## src/rtl/imm_ext_sequencer.sv

```systemverilog
// Decodes an instruction opcode and zero/sign/upper-extends its 16-bit immediate for the ALU-B operand.
// Latency: 1 cycle from input accept to out_valid; back-to-back throughput of one result per cycle.
// Backpressure: a held result stays stable while out_ready is low; in_ready follows out_ready when full.
// Optional: define IMM_BRANCH_SHIFT_EN to scale beq/bne offsets (opcodes 04/05) to byte offsets.
module imm_ext_sequencer #(
    parameter int CNT_W = 16
) (
    input  logic             clk,
    input  logic             reset,
    input  logic             in_valid,
    output logic             in_ready,
    input  logic [31:0]      instr,
    output logic             out_valid,
    input  logic             out_ready,
    output logic [31:0]      imm_out,
    output logic [1:0]       ext_mode,
    output logic             illegal,
    output logic [CNT_W-1:0] zext_cnt,
    output logic [CNT_W-1:0] sext_cnt
);

    typedef enum logic {
        EMPTY = 1'b0,
        FULL  = 1'b1
    } state_t;

    typedef struct packed {
        logic [31:0] imm;
        logic [1:0]  mode;
        logic        ill;
    } res_t;

    localparam logic [1:0] MODE_NONE  = 2'b00;
    localparam logic [1:0] MODE_ZERO  = 2'b01;
    localparam logic [1:0] MODE_SIGN  = 2'b10;
    localparam logic [1:0] MODE_UPPER = 2'b11;

    localparam logic [CNT_W-1:0] CNT_MAX = {CNT_W{1'b1}};
    localparam logic [CNT_W-1:0] CNT_ONE = {{(CNT_W-1){1'b0}}, 1'b1};

    state_t     state;
    state_t     state_nx;
    res_t       res_q;
    res_t       res_d;
    logic       load;
    logic       fire;
    logic [5:0] opcode;
    logic [15:0] imm;

    assign opcode = instr[31:26];
    assign imm    = instr[15:0];

    // Opcode decode and immediate extension for the word currently on instr.
    always_comb begin
        res_d = '0;
        case (opcode)
            6'h0C, 6'h0D, 6'h0E: begin
                res_d.mode = MODE_ZERO;
                res_d.imm  = {16'h0000, imm};
            end
`ifdef IMM_BRANCH_SHIFT_EN
            6'h08, 6'h09, 6'h0A, 6'h0B, 6'h23, 6'h2B: begin
                res_d.mode = MODE_SIGN;
                res_d.imm  = {{16{imm[15]}}, imm};
            end
            // Branch offsets are word counts; present them as byte offsets.
            6'h04, 6'h05: begin
                res_d.mode = MODE_SIGN;
                res_d.imm  = {{14{imm[15]}}, imm, 2'b00};
            end
`else
            6'h08, 6'h09, 6'h0A, 6'h0B, 6'h23, 6'h2B, 6'h04, 6'h05: begin
                res_d.mode = MODE_SIGN;
                res_d.imm  = {{16{imm[15]}}, imm};
            end
`endif
            6'h0F: begin
                res_d.mode = MODE_UPPER;
                res_d.imm  = {imm, 16'h0000};
            end
            6'h00, 6'h02, 6'h03: begin
                res_d.mode = MODE_NONE;
            end
            default: begin
                res_d.mode = MODE_NONE;
                res_d.ill  = 1'b1;
            end
        endcase
    end

    // State register.
    always_ff @(posedge clk or posedge reset) begin
        if (reset) begin
            state <= EMPTY;
        end else begin
            state <= state_nx;
        end
    end

    // Next state, handshake outputs and result-capture enable.
    always_comb begin
        state_nx  = state;
        in_ready  = 1'b0;
        out_valid = 1'b0;
        load      = 1'b0;
        case (state)
            EMPTY: begin
                in_ready = 1'b1;
                if (in_valid) begin
                    load     = 1'b1;
                    state_nx = FULL;
                end
            end
            FULL: begin
                out_valid = 1'b1;
                in_ready  = out_ready;
                if (out_ready) begin
                    if (in_valid) begin
                        load = 1'b1;
                    end else begin
                        state_nx = EMPTY;
                    end
                end
            end
            default: begin
                state_nx = EMPTY;
            end
        endcase
    end

    assign fire = out_valid & out_ready;

    // Result register: only written on an accepted input, so it holds under backpressure.
    always_ff @(posedge clk or posedge reset) begin
        if (reset) begin
            res_q <= '0;
        end else if (load) begin
            res_q <= res_d;
        end
    end

    // Usage counters advance when a result leaves, counting the departing result only.
    always_ff @(posedge clk or posedge reset) begin
        if (reset) begin
            zext_cnt <= '0;
            sext_cnt <= '0;
        end else if (fire) begin
            if (res_q.mode == MODE_ZERO && zext_cnt != CNT_MAX) begin
                zext_cnt <= zext_cnt + CNT_ONE;
            end
            if (res_q.mode == MODE_SIGN && sext_cnt != CNT_MAX) begin
                sext_cnt <= sext_cnt + CNT_ONE;
            end
        end
    end

    assign imm_out  = res_q.imm;
    assign ext_mode = res_q.mode;
    assign illegal  = res_q.ill;

endmodule

```

## config.mk

```make
export PLATFORM = sky130hd
export DESIGN_NAME = imm_ext_sequencer
export DESIGN_NICKNAME = d
export VERILOG_FILES = /design/src/rtl/imm_ext_sequencer.sv
export SDC_FILE = /design/constraint.sdc
export NUM_CORES = 1
export LEC_CHECK = 0
export ABC_AREA = 1
export BUFFER_PORTS_ARGS = -buffer_cell sky130_fd_sc_hd__buf_2
export CORE_ASPECT_RATIO = 1.2
export CORE_UTILIZATION = 55
export CTS_CLUSTER_SIZE = 24
export DETAILED_ROUTE_END_ITERATION = 12
export PLACE_DENSITY = 0.94
export SLEW_MARGIN = 20
export SYNTH_ARGS = -nofsm -noshare
export SYNTH_HDL_FRONTEND = slang
export SYNTH_SLANG_ARGS = --single-unit
export TNS_END_PERCENT = 10
```

## constraint.sdc

```tcl
create_clock -name clk -period 3.9 [get_ports clk]
set_clock_uncertainty 0.2 [all_clocks]
set_input_delay 0.195 -clock clk [delete_from_list [all_inputs] [get_ports clk]]
set_output_delay 0.195 -clock clk [all_outputs]
set_load 0.02 [all_outputs]
```

==> results.sh, run 1 <==
export IMPL_slew_headroom_pct=39.8
export IMPL_htree_num_levels=3
export IMPL_max_clock_path_buffers=2
export IMPL_crit_path_start_kind="flip-flop"
export IMPL_avgSynthCellArea_sq_um=7.17
export IMPL_syn_to_final_growth_pct=24.8
export IMPL_slew_viol_final=0
export IMPL_ys_seq_area_share_pct=46.5
export IMPL_layout_common_cells="267 x nand2_1, 94 x buf_2, 68 x dfrtp_1, 33 x nor2_1, 28 x inv_1"
export IMPL_grt_pass1_wl_microns=16500
export IMPL_die_y_microns=91.3
export IMPL_antenna_cells=0
export IMPL_netlist_area_sq_um=3660
export IMPL_tightest_slew_ps=900
export IMPL_coreArea_sq_um=6450
export IMPL_drtIter0Drc=335
export IMPL_postRouteAntennaNets=0
export IMPL_leakage_uw=0.00249
export IMPL_fp_dieArea_sq_um=6980
export IMPL_numCtsBuffers=9
export IMPL_postLayoutCoreUtil_pct=70.8
export IMPL_gp_congestion=0.890
export IMPL_required_ps=3980
export IMPL_antenna_found_initial=0
export IMPL_gr_usage_all_layers_pct=30.1
export IMPL_final_common_cell="nand2_1"
export IMPL_synth_main_ff_cell="dfrtp_1"
export IMPL_grt_remaining_overflow=0
export IMPL_post_cts_buffers=0
export IMPL_clk_pin_slew_ps=70
export IMPL_drc_errors=0
export IMPL_status="finished, final reports clean"
export IMPL_grt_pass1_vias=3621
export IMPL_fin_tns_setup_ps=0
export IMPL_vias_per_cell=5.35
export IMPL_wl_microns=10000
export IMPL_root_buffer="clkbuf_8"
export IMPL_vias=3807
export IMPL_synth_cell_type_count=26
export IMPL_wl_per_cell_microns=14.0
export IMPL_ctsResizeCount=0
export IMPL_drive_gt1_share_pct=21.7
export IMPL_clk_latency_ps=340
export IMPL_start_util_pct=56.8
export IMPL_dr_pass1_iters=5
export IMPL_numPortBuffers=94
export IMPL_layout_min_cycle_time_ps=2080
export IMPL_arrival_ps=2150
export IMPL_end_kind="flip-flop"
export IMPL_syn_nets=548
export IMPL_max_cap_violations=0
export IMPL_cts_tree="yes"
export IMPL_hold_path_class="primary input to flip-flop"
export IMPL_cp_max_fo=14
export IMPL_fin_hold_ws_ps=32.7
export IMPL_max_freq_mhz=481
export IMPL_grt_max_degree=51
export IMPL_die_x_microns=76.5
export IMPL_dpl_hpwl_microns=6110
export IMPL_async_flop_share_pct=100
export IMPL_cts_sinks=68
export IMPL_crit_type="flip-flop to flip-flop"
export IMPL_vdd_drop_max_v=0.000223
export IMPL_final_nets=661
export IMPL_period_share_pct=53.3
export IMPL_rsz0062_at_grt="no"
export IMPL_row_count=32
export IMPL_power_density_nw_per_um2=372
export IMPL_io_pins=105
export IMPL_syn_inst=510
export IMPL_setup_viol=0
export IMPL_yosysWarnings=0
export IMPL_hold_viol_final=0
export IMPL_synth_edf_count=0
export IMPL_ys_ff_latch=68
Yosys cell counts, types with 3 or more instances:
cell type	n	share of area (%)
nand2_1	267	27
dfrtp_1	68	47
nor2_1	33	3.4
inv_1	29	3.0
o21ai_0	27	3.7
nand3_1	19	2.6
xnor2_1	12	2.9
nand4_1	11	1.9
nand2_2	7	1.2
buf_2	6	0.82
inv_2	4	0.41
nor2_4	4	1.2
clkbuf_1	3	0.31
nor2_2	3	0.51
final cells by class:
class	instances	area [sq um]
clock buffer	11	151
clock inverter	4	48.8
fill	462	1880
inverter	33	125
multi-input combinational	396	1760
sequential	68	1700
tap	85	106
timing repair buffer	115	676
critical path: stages (launching register included):
cell     delay [ps]
dfrtp_1         420
ha_1            290
inv_1           140
nor2_4           70
nand2_2         100
nor2_4           50
a21oi_2         510
nand2_1         140
nand2_1          90
worst paths after layout:
path / cells past startpoint / slack [ps] / from / to
setup / recovery: 8 / 1820 / zext_cnt[0] / zext_cnt[15]
hold / removal: 3 / 30 / instr[29] / ext_mode[0]
setup reg to reg: 8 / 1820 / zext_cnt[0] / zext_cnt[15]
hold reg to reg: 2 / 280 / imm_out[27] / imm_out[27]
max in group asynchronous: 4 / 2390 / reset / sext_cnt[7]
min in group asynchronous: 3 / 330 / reset / imm_out[3]
sequential cells by signal (all words and copies together), names as in the netlist:
signal	flops
state	1
ext_mode	2
sext_cnt	16
imm_out	32
illegal	1
zext_cnt	16
power breakdown:
group          switching [uW]  internal [uW]
combinational             196            102
sequential               51.8            753
clock                     272            326
metrics by stage:
step / setup slack, ps / std cells / total power [uW] / area [sq um]
after global routing: 1620 / 712 / 1780 / 4570
after global placement: 1970 / 678 / 1080 / 4180
after detailed placement: 1880 / 678 / 1090 / 4180
after CTS: 1810 / 712 / 1690 / 4570
after floorplan: 1790 / 510 / 993 / 3660
final: 1820 / 712 / 1700 / 4570
layer usage:
layer,up-vias,routed length [microns],global-route usage [%]
li1,1808,-,-
met1,1741,3760,34.9
met2,217,5140,53.2
met3,41,712,4.72
met4,0,391,16.0
met5,-,0,0
kinds of logic (layout without fill, tap and decap cells):
family,after synthesis,after routing,share of synthesized area (%)
fa+ha+maj,2,2,0.684
xor+xnor,14,14,3.35
buf+inv,46,163,5.44
flops,68,68,46.5
compound gates,31,31,4.51
simple gates,349,349,39.5
timing repair:
item                                    4_1_cts  5_1_grt
hold buffers                                 19        0
endpoints found under the setup margin        0        0
endpoints found under the hold margin        82        0
(Power assumes the default switching activity.)
==> run 2: changes to the inputs <==
Settings changed: CORE_UTILIZATION 55 to 52, PLACE_DENSITY 0.94 to 0.9.
Clock period 3.9 ns to 2.15 ns, I/O delays scaled along.
==> run 2 against run 1 <==
Net effect: maximum frequency grew 7.0%; worst hold slack lost 16 ps; clock power grew 93%; power grew 85%; sequential share of layout area shrank 0.61 points; die area grew 5.6%; flip-flop and latch count is the same; global-route usage shrank 3.7 points; setup slack lost 1600 ps; first-iteration DRC count shrank 43%; sequential power grew 82%; largest power group unchanged.
==> results.sh, run 2 (synthesized netlist as in run 1, its figures left out) <==
export IMPL_dpl_hpwl_microns=6060
export IMPL_final_common_cell="nand2_1"
export IMPL_fill_cells=543
export IMPL_start_util_pct=53.7
export IMPL_postRouteAntennaNets=0
export IMPL_seqCellArea_sq_um=1700
export IMPL_numPortBuffers=94
export IMPL_gp_congestion=0.865
export IMPL_crit_type="flip-flop to flip-flop"
export IMPL_wl_microns=9350
export IMPL_row_count=33
export IMPL_status="finished, final reports clean"
export IMPL_required_ps=2160
export IMPL_crit_path_start_kind="flip-flop"
export IMPL_arrival_ps=1950
export IMPL_pre_cts_slack_ps=234
export IMPL_vias_per_cell=5.20
export IMPL_power_density_nw_per_um2=679
export IMPL_leakage_uw=0.00252
export IMPL_vias=3742
export IMPL_io_pins=105
export IMPL_grt_pass1_wl_microns=15400
export IMPL_cp_max_fo=18
export IMPL_gr_usage_all_layers_pct=26.4
export IMPL_slew_viol_final=0
export IMPL_drive_gt1_share_pct=22.1
export IMPL_setup_slack_ps=209
export IMPL_clk_pin_slew_ps=80
export IMPL_max_clock_path_buffers=2
export IMPL_end_kind="flip-flop"
export IMPL_die_x_microns=78.6
export IMPL_antenna_found_initial=0
export IMPL_largest_register_ff_count=32
export IMPL_grt_pass1_vias=3512
export IMPL_period_share_pct=90.3
export IMPL_tightest_slew_ps=732
export IMPL_wl_per_cell_microns=13.0
export IMPL_syn_to_final_growth_pct=26.9
export IMPL_grt_max_degree=37
export IMPL_cts_sinks=68
export IMPL_multiInputGateArea_sq_um=1760
export IMPL_cts_tree="yes"
export IMPL_fp_dieArea_sq_um=7380
export IMPL_max_freq_mhz=515
export IMPL_hold_path_class="primary input to flip-flop"
export IMPL_layout_min_cycle_time_ps=1940
export IMPL_coreArea_sq_um=6810
export IMPL_slew_headroom_pct=51.1
export IMPL_hold_viol_final=0
export IMPL_die_y_microns=93.9
export IMPL_fin_tns_setup_ps=0
export IMPL_drc_errors=0
export IMPL_root_buffer="clkbuf_8"
export IMPL_htree_num_levels=3
export IMPL_rsz0062_at_grt="no"
export IMPL_drtIter0Drc=190
export IMPL_grt_remaining_overflow=0
export IMPL_setup_viol=0
export IMPL_clk_latency_ps=330
export IMPL_vdd_drop_max_v=0.000358
export IMPL_dr_pass1_iters=4
export IMPL_antenna_cells=0
export IMPL_max_cap_violations=0
export IMPL_final_nets=666
export IMPL_post_cts_buffers=0
export IMPL_numCtsBuffers=9
export IMPL_layout_common_cells="267 x nand2_1, 94 x buf_2, 68 x dfrtp_1, 32 x nor2_1, 28 x inv_1"
==> run 2: repair_timing <==
| action | 4_1_cts | 5_1_grt |
|---|---|---|
| hold buffers | 22 | 0 |
| resized for setup | 0 | 1 |
| endpoints found under the setup margin | 0 | 15 |
| hold endpoints to repair | 67 | 0 |
==> run 2: worst paths after layout <==
kind,start,to,slack (ps),cells after the start
worst max-delay path,sext_cnt[0],sext_cnt[5],210,8
worst min-delay path,instr[28],illegal,20,5
worst max register to register,sext_cnt[0],sext_cnt[5],210,8
worst min register to register,imm_out[6],imm_out[6],280,2
max in group asynchronous,reset,imm_out[30],860,4
min in group asynchronous,reset,zext_cnt[0],240,3
==> run 2: per-stage QoR <==
step	hold slack (ps)	total power, uW	cell area, sq um	utilization, %	instances
6_report	16.6	3150	4640	68.2	720
5_1_grt	77.3	3300	4640	68.2	720
4_1_cts	7.85	3160	4640	68.1	720
3_5_place_dp	68.8	1990	4210	61.7	682
3_3_place_gp	63.2	1960	4210	61.7	682
2_1_floorplan	6.98	1800	3660	-	510
==> run 2: where the power goes <==
part | leakage (uW) | total, uW | switching (uW) | internal [uW]
clock | 0.000109 | 1150 | 496 | 649
sequential | 0.000929 | 1460 | 92.5 | 1370
combinational | 0.00148 | 549 | 356 | 192
==> run 2: layer usage <==
layer  vias up  part of all wire [%]  GRT usage, %
li1       1823                     -             -
met1      1709                    40          30.4
met2       184                    50          46.1
met3        26                   7.3          7.38
met4         0                   2.1          10.5
met5         -                     0             0
==> run 2: critical path: stages, from the launching register on <==
cell	delay [ps]
dfrtp_1	460
ha_1	320
inv_2	80
nor2_4	170
nand2_2	100
nor2_4	110
nand2_2	70
nand2_4	180
o21ai_0	120
==> run 2: layout make-up <==
class | count | area share, %
inverter | 33 | 2.67
clock inverter | 7 | 1.97
multi-input combinational | 396 | 37.9
timing repair buffer | 120 | 15.8
tap | 87 | 2.34
clock buffer | 9 | 2.67
sequential | 68 | 36.6
==> run 3: changes to the inputs <==
Settings changed: ABC_AREA 1 to unset, CORE_ASPECT_RATIO 1.2 to unset, CORE_UTILIZATION 52 to 51.
==> run 3 against run 2 <==
Net effect: via count shrank 23%; area after synthesis shrank 7.7%; synthesized cell count shrank 40%; register-to-register slack gained 30 ps; final cell count shrank 30%; die area shrank 5.8%; clock power grew 9.6%; critical path depth shrank 3; combinational power shrank 6.4%; setup slack gained 27 ps; power grew 2.0%; wire length shrank 15%; critical path type unchanged.
==> results.sh, run 3 <==
export IMPL_status="finished, final reports clean"
export IMPL_setup_viol=0
export IMPL_end_kind="flip-flop"
export IMPL_vias=2885
export IMPL_slew_headroom_pct=50.4
export IMPL_max_freq_mhz=522
export IMPL_ys_seq_area_share_pct=50.4
export IMPL_yosysMostFrequentCell="dfrtp_1"
export IMPL_max_cap_violations=0
export IMPL_grt_remaining_overflow=0
export IMPL_vdd_drop_max_v=0.000637
export IMPL_clk_pin_slew_ps=70
export IMPL_slew_viol_final=0
export IMPL_yosysWarnings=0
export IMPL_period_share_pct=89.0
export IMPL_numPortBuffers=94
export IMPL_htree_num_levels=3
export IMPL_coreArea_sq_um=6390
export IMPL_io_pins=105
export IMPL_total_power_uw=3210
export IMPL_root_buffer="clkbuf_8"
export IMPL_crit_type="flip-flop to flip-flop"
export IMPL_final_nets=460
export IMPL_netlist_top_cells_area="dfrtp_1 50%, a221o_1 4.4%, o41ai_2 4.3%"
export IMPL_postRouteAntennaNets=0
export IMPL_antenna_cells=0
export IMPL_setup_slack_ps=236
export IMPL_crit_buf_inv=0
export IMPL_clk_latency_ps=330
export IMPL_drive_gt1_share_pct=33.3
export IMPL_dpl_hpwl_microns=5180
export IMPL_hold_path_class="primary input to flip-flop"
export IMPL_async_flop_share_pct=100
export IMPL_p_switching_uw=881
export IMPL_synth_main_ff_cell="dfrtp_1"
export IMPL_path_delay_family="flip-flops"
export IMPL_row_count=29
export IMPL_synth_edf_count=0
export IMPL_r2r_cells=5
export IMPL_rsz0062_at_grt="no"
export IMPL_arrival_ps=1930
export IMPL_ys_ff_latch=68
export IMPL_hold_depth=4
export IMPL_dp_cells=466
export IMPL_die_x_microns=83.4
export IMPL_die_y_microns=83.4
export IMPL_crit_chain="ha_1 > and3_1 > nand4_4 > o21ai_2 > mux2_2"
export IMPL_final_common_cell="buf_2"
export IMPL_pwr_share_comb_pct=16.0
export IMPL_tightest_slew_ps=744
export IMPL_fill_cells=464
export IMPL_p_sw_share_pct=27.4
export IMPL_gr_usage_all_layers_pct=24.4
export IMPL_wl_per_cell_microns=15.8
export IMPL_wl_microns=7960
export IMPL_vias_per_cell=5.72
export IMPL_pre_cts_slack_ps=261
export IMPL_netlist_area_sq_um=3380
export IMPL_hold_viol_final=0
export IMPL_cp_max_fo=10
export IMPL_dr_pass1_iters=4
export IMPL_syn_inst=306
export IMPL_start_util_pct=52.9
export IMPL_slowest_delay_ps=420
export IMPL_syn_to_final_growth_pct=29.4
export IMPL_required_ps=2170
export IMPL_fp_dieArea_sq_um=6950
export IMPL_fin_hold_ws_ps=38.0
export IMPL_fin_tns_setup_ps=0
export IMPL_multiInputGateArea_sq_um=1500
export IMPL_p_int_uw=2330
export IMPL_finalNonFillerCells=504
export IMPL_cts_tree="yes"
export IMPL_synth_top_area_share_pct=50.4
export IMPL_cts_sinks=68
export IMPL_slowest_stage="dfrtp_1"
export IMPL_grt_pass1_vias=2811
export IMPL_post_cts_buffers=0
export IMPL_grt_max_degree=56
export IMPL_drc_errors=0
export IMPL_antenna_found_initial=0
export IMPL_p_clk_share_pct=39.1
export IMPL_leakage_uw=0.00231
export IMPL_layout_min_cycle_time_ps=1910
export IMPL_drtIter0Drc=113
export IMPL_crit_path_start_kind="flip-flop"
export IMPL_cp_depth=5
export IMPL_syn_nets=344
export IMPL_max_clock_path_buffers=2
export IMPL_avgSynthCellArea_sq_um=11.0
export IMPL_grt_pass1_wl_microns=13600
export IMPL_layout_common_cells="94 x buf_2, 68 x dfrtp_1, 31 x nand2_1, 22 x dlygate4sd3_1"
export IMPL_largest_register_ff_count=32
export IMPL_gp_congestion=0.844
export IMPL_power_density_nw_per_um2=735
export IMPL_power_frac_seq_pct=44.9
export IMPL_numCtsBuffers=9
export IMPL_yosys_area_top_type="dfrtp_1"
export IMPL_synth_cell_type_count=54
export IMPL_ys_top_cells_by_count="68 x dfrtp_1, 32 x nand2_1, 20 x inv_1"
export IMPL_seqCellArea_sq_um=1700
[run 3: metal layers]
metal	share of wire [%]	vias up	wire length [microns]	global-route usage, %
met4	1.4	0	114	8.31
met3	6.3	15	499	7.36
li1	-	1360	-	-
met1	43	1392	3390	30.4
met2	50	118	3950	40.5
met5	0	-	0	0
[run 3: cell type report]
cell class	instances	area share (%)
Clock inverter	7	2.63
Multi-Input combinational cell	201	34.4
Sequential cell	68	38.9
Timing Repair Buffer	121	17.2
Inverter	21	1.80
Clock buffer	9	2.83
Tap cell	77	2.20
[run 3: logic make-up after synthesis]
kind of cell / synth area share (%)
muxes: 0.778
DFF: 50.4
buffers and inverters: 5.22
adders and majority gates: 0.741
AOI/OAI and AO/OA: 16.5
xor gates and xnor gates: 7.26
and+or+nand+nor: 19.1
[run 3: worst paths after layout]
| check | startpoint | to | slack, ps |
|---|---|---|---|
| worst min-delay path | instr[31] | illegal | 40 |
| min in group asynchronous | reset | zext_cnt[4] | 220 |
| worst max-delay path | sext_cnt[0] | sext_cnt[1] | 240 |
| worst max register to register | sext_cnt[0] | sext_cnt[1] | 240 |
| worst min register to register | imm_out[6] | imm_out[6] | 280 |
| max in group asynchronous | reset | imm_out[16] | 910 |
[run 3: timing repair]
action,CTS,global route
hold buffers,22,0
resized for setup,0,0
hold endpoints to repair,50,0
[run 3: power by group through the flow]
stage               logic, uW  registers, uW  clock network, uW
global placement          470           1460                  0
detailed placement        487           1460                  0
finish                    514           1440               1260
CTS                       516           1440               1280
global route              565           1460               1340
floorplan                 213           1560                  0
[run 3: metrics by stage]
step / instance area [sq um] / utilization (%)
3_3_place_gp: 3910 / 61.2
6_report: 4370 / 68.4
4_1_cts: 4370 / 68.4
5_1_grt: 4370 / 68.4
2_1_floorplan: 3380 / -
3_5_place_dp: 3910 / 61.2
[run 3: worst register-to-register path, cell delays in order (launching register included)]
cell and delay (ps):
dfrtp_1 420, ha_1 190, and3_1 230, nand4_4 180
o21ai_2 220, mux2_2 360
